`src/rtl/layer_mac_scheduler.sv`:
```
// layer_mac_scheduler
//   Serial fully connected layer engine. One shared multiply-accumulate path
//   walks every node in turn. For each node it reads N_IN activation/weight
//   pairs and then the node's bias from synchronous-read memories. The result
//   goes through ReLU and Q(FRAC) rescaling before it is presented on a
//   valid/ready output port.
//
//   Optional feature: define MAC_SAT_EN to make every accumulator add
//   saturate on signed overflow. The default build wraps modulo 2^32.
//
// Ports
//   clk, reset        rising-edge clock, synchronous active-high reset
//   start             begin a layer (accepted only in idle)
//   busy, done        layer in progress / one-cycle completion pulse
//   act_addr/act_data activation buffer address, data one cycle later
//   w_addr/w_data     weight ROM address (node-major, bias last), data one cycle later
//   out_valid/ready   result handshake
//   out_idx/out_data  node index and zero-extended 16-bit ReLU result
module layer_mac_scheduler #(
  parameter int unsigned N_IN  = 30,
  parameter int unsigned N_OUT = 8,
  parameter int unsigned FRAC  = 13,
  localparam int unsigned AAW  = (N_IN > 1) ? $clog2(N_IN) : 1,
  localparam int unsigned WAW  = $clog2(N_OUT * (N_IN + 1)),
  localparam int unsigned IW   = (N_OUT > 1) ? $clog2(N_OUT) : 1
) (
  input  logic            clk,
  input  logic            reset,
  input  logic            start,
  output logic            busy,
  output logic            done,
  output logic [AAW-1:0]  act_addr,
  input  logic [31:0]     act_data,
  output logic [WAW-1:0]  w_addr,
  input  logic [31:0]     w_data,
  output logic            out_valid,
  input  logic            out_ready,
  output logic [IW-1:0]   out_idx,
  output logic [31:0]     out_data
);

  localparam int unsigned KW = $clog2(N_IN + 1);
  localparam logic [KW-1:0]  KLast   = KW'(N_IN);
  localparam logic [IW-1:0]  NLast   = IW'(N_OUT - 1);
  localparam logic [WAW-1:0] NodeStr = WAW'(N_IN + 1);

  typedef enum logic [2:0] {StIdle, StRun, StDrain, StOut, StDone} state_e;

  state_e         state_q, state_d;
  logic [KW-1:0]  k_q, k_d;
  logic [IW-1:0]  n_q, n_d;
  logic [WAW-1:0] base_q, base_d;
  logic [31:0]    acc_q, acc_d;
  // Delayed issue flags: memory data for an address arrives one cycle later.
  logic           pv_q, pv_d;
  logic           bias_q, bias_d;
  logic [31:0]    prod;

  function automatic logic [31:0] acc_add(input logic [31:0] a, input logic [31:0] b);
    logic [31:0] s;
    s = a + b;
`ifdef MAC_SAT_EN
    if ((a[31] == b[31]) && (s[31] != a[31])) begin
      s = a[31] ? 32'h8000_0000 : 32'h7FFF_FFFF;
    end
`endif
    return s;
  endfunction

  // Low 32 bits of a signed product equal those of the unsigned product.
  assign prod = act_data * w_data;

  always_ff @(posedge clk) begin
    if (reset) begin
      state_q <= StIdle;
      k_q     <= '0;
      n_q     <= '0;
      base_q  <= '0;
      acc_q   <= '0;
      pv_q    <= 1'b0;
      bias_q  <= 1'b0;
    end else begin
      state_q <= state_d;
      k_q     <= k_d;
      n_q     <= n_d;
      base_q  <= base_d;
      acc_q   <= acc_d;
      pv_q    <= pv_d;
      bias_q  <= bias_d;
    end
  end

  always_comb begin
    state_d = state_q;
    k_d     = k_q;
    n_d     = n_q;
    base_d  = base_q;
    acc_d   = acc_q;
    pv_d    = 1'b0;
    bias_d  = 1'b0;

    if (pv_q) begin
      acc_d = acc_add(acc_q, prod);
    end else if (bias_q) begin
      acc_d = acc_add(acc_q, w_data);
    end

    unique case (state_q)
      StIdle: begin
        if (start) begin
          state_d = StRun;
          k_d     = '0;
          n_d     = '0;
          base_d  = '0;
          acc_d   = '0;
        end
      end
      StRun: begin
        pv_d   = (k_q != KLast);
        bias_d = (k_q == KLast);
        if (k_q == KLast) begin
          state_d = StDrain;
        end else begin
          k_d = k_q + 1'b1;
        end
      end
      StDrain: state_d = StOut;
      StOut: begin
        if (out_ready) begin
          if (n_q == NLast) begin
            state_d = StDone;
          end else begin
            state_d = StRun;
            n_d     = n_q + 1'b1;
            base_d  = base_q + NodeStr;
            k_d     = '0;
            acc_d   = '0;
          end
        end
      end
      StDone:  state_d = StIdle;
      default: state_d = StIdle;
    endcase
  end

  assign busy      = (state_q == StRun) || (state_q == StDrain) || (state_q == StOut);
  assign done      = (state_q == StDone);
  assign out_valid = (state_q == StOut);
  assign out_idx   = out_valid ? n_q : '0;
  assign out_data  = (out_valid && !acc_q[31]) ? {16'b0, acc_q[FRAC+15:FRAC]} : 32'b0;
  // Bias slot has no activation; park the activation address at zero.
  assign act_addr  = (k_q != KLast) ? AAW'(k_q) : '0;
  assign w_addr    = base_q + WAW'(k_q);

endmodule

```
`config.mk`:
```
export PLATFORM = sky130hd
export DESIGN_NAME = layer_mac_scheduler
export DESIGN_NICKNAME = d
export VERILOG_FILES = /design/src/rtl/layer_mac_scheduler.sv
export SDC_FILE = /design/constraint.sdc
export NUM_CORES = 1
export LEC_CHECK = 0
export ABC_AREA = 1
export BUFFER_PORTS_ARGS = -buffer_cell sky130_fd_sc_hd__buf_2
export CORE_MARGIN = 4
export CORE_UTILIZATION = 49
export DETAILED_ROUTE_END_ITERATION = 8
export PLACE_DENSITY = 0.63
export RECOVER_POWER = 25
export SLEW_MARGIN = 15
export SYNTH_ARGS = -nofsm -noshare
export SYNTH_HDL_FRONTEND = slang
export SYNTH_SLANG_ARGS = --single-unit
```
`constraint.sdc`:
```
create_clock -name clk -period 9.23 [get_ports clk]
set_input_delay 0.923 -clock clk [delete_from_list [all_inputs] [get_ports clk]]
set_output_delay 0.923 -clock clk [all_outputs]
set_load 0.05 [all_outputs]
```
==> metrics.txt <==
Slew Limit Fails 0; ANT nets after route 0; Die X 221 um; Final Hold Fails 0; Die Area 48800 um^2; HP Class reg2reg; Initial DRC Count 1275; final RePlAce weighted congestion 0.938; Seq/Total Area, Yosys 4.77%; Hold-fix buffers, CTS 0; Die H 221 um; maxcap violations 0; Worst Tran Pin Value 1.11 ns; Worst R2R Start acc_q[18]; period utilization 85.0%; dpl hpwl 53000 um; min Tclk post-route 7.85 ns; flops & latches, synth 53; cells after synthesis 3095; # IOs 119; fmax 127 MHz; main flop type after synthesis dfxtp_1; Synth Cell Area 22200 um^2; clock sink count 53; Routed WL 65400 um; status finished, final reports clean; routed via count 18900; vias in the first global route 20000; hold worst-path end n_q[2]; CP endpoint kind flip-flop; Buffers on Ports 102; First-pass DRT Iterations 6; All-Layer GR Usage 27.2%; syn avg cell area 7.18 um^2; H-tree depth 2; FF-to-FF End acc_q[29]; hold path cells 2; final number of setup-violating endpoints 0; CTS tree built; share of cells above drive strength 1 4.43%; CTS Buf Count 5; Max Root-Sink Buffers 2; num rows 77; Post-synth EDFFs 0; FF-to-FF setup slack 2.38 ns; antenna violations before repair 5; ys async rst share 0%; Post-Route Setup TNS 0 ns; CTS clk-pin slew, worst paths 0.08 ns; CP most frequent cell fa_1; Vias/cell 5.11; GRT overflow 0; RSZ-0062 raised after global routing false; critical path launch point w_data[6]; Clk Latency, worst-skew pair 0.32 ns; Layout Skew 0.0153 ns; CP max-delay cell buf_2; Worst Path Required 9.41 ns; Worst Setup Start Kind input pin; relative slew slack 25.5%; clock root buffer clkbuf_16; initial core utilization 49.9%; Critical Path Fanout Max 28; R2R depth 26; CP max stage delay 0.62 ns; hold path start n_q[2]; first-pass GRT wire length 107000 um; most frequent cells in the layout 952 x inv_1, 788 x nand2_1, 440 x fa_1; Ys Warns 0; commonest non-fill, non-tap cell in the layout inv_1; Yosys cell types 46; largest net degree at the start of global routing 43; Data arrival, critical path 8.03 ns; Core ar. 44500 um^2; total setup buffers inserted after CTS 0; synthesis-to-layout area growth 4.18%; Remaining DRCs 0; routed len/inst 17.7 um; nets 3766; # resized after CTS 0; WS Path Type in2reg
## cell families (layout without fill, tap and decap cells)
kind of cell,Yosys count,count (layout),share of synthesized area (%)
buffers and inverters,1092,1076,18.8
and+or+nand+nor,1000,1000,17.9
adders and majority gates,605,605,48.9
AOI/OAI and AO/OA,291,291,7.49
xor gates and xnor gates,53,53,2.09
DFF,53,53,4.77
other,1,19,0.0169
## Yosys cell counts (2+ instances only)
master    count  area (um^2)
o21bai_1      2         15.0
a21boi_0      3         22.5
a311oi_2      2         30.0
nor3b_2       2         25.0
o21ai_0      82          410
o31ai_1       3         22.5
fa_1        440         8810
o221ai_1      3         26.3
o211ai_1      4         30.0
nand2_1     788         2960
buf_2         2         10.0
a221oi_1      4         35.0
buf_4        17          128
xnor2_1      24          210
dfxtp_1      53         1060
clkbuf_1    103          387
nor3_1       14         70.1
o21a_1        6         45.0
a211oi_1      9         67.6
nand4_1      12         75.1
nor2_1      100          375
or2_2         7         43.8
ha_1        165         2060
nand3b_1      4         30.0
inv_2         3         11.3
a31oi_1       8         50.1
and3_1        2         12.5
a21oi_1     144          721
xor2_1       29          254
a211oi_2      4         50.1
a21o_1       14          105
nand3_1      65          325
buf_1        15         56.3
inv_1       950         3570
## area by class of cell
class,count,area (um^2)
clock buffer,5,125
clock inverter,3,26.3
tap,592,741
multi-input combinational,1965,17000
timing repair buffer,114,596
fill,4505,21400
antenna,3,7.51
sequential,53,1060
inverter,954,3580
## layer usage
metal / share of wire (%) / routed length (um) / up-vias / track usage [%]
met4: 3.1 / 2040 / 4 / 7.31
met5: 0.041 / 27 / - / 0
met3: 7.4 / 4820 / 119 / 4.53
met2: 47 / 30500 / 661 / 45.6
met1: 43 / 27900 / 9243 / 36.9
li1: - / - / 8831 / -
## critical path: cells and delay by family
family	cells	cell delay (ns)
fa+ha+maj	9	4.29
compound gates	7	1.14
buf+inv	8	1.05
simple gates	5	0.58
## state kept, by name, indices dropped and copies added (netlist names)
name     flops
acc_q       32
base_q       8
bias_q       1
k_q          5
n_q          3
pv_q         1
state_q      3
## per-stage QoR
step | std cells | hold slack [ns] | cell area (um^2) | setup slack [ns] | util [%]
2_1_floorplan | 3110 | 0.455 | 22300 | 1.77 | -
3_3_place_gp | 3678 | 0.469 | 23000 | 1.18 | 51.7
3_5_place_dp | 3678 | 0.477 | 23000 | 1.13 | 51.7
4_1_cts | 3686 | 0.491 | 23200 | 1.44 | 52.1
5_1_grt | 3686 | 0.521 | 23100 | 0.969 | 52.0
6_report | 3689 | 0.483 | 23200 | 1.38 | 52.0
## worst max-delay path by stage
stage                           end  slack [ns]  depth (start not counted)
after floorplan           acc_q[29]        1.77                         30
after CTS                 acc_q[29]        1.44                         29
after detailed placement  acc_q[29]        1.13                         29
after global routing      acc_q[29]        0.97                         30
after global placement    acc_q[29]        1.18                         29
final                     acc_q[29]        1.38                         29
Power is left out: the tool's default activity adds up to more than one toggle a clock period on the data nets, which glitch-free logic cannot reach.
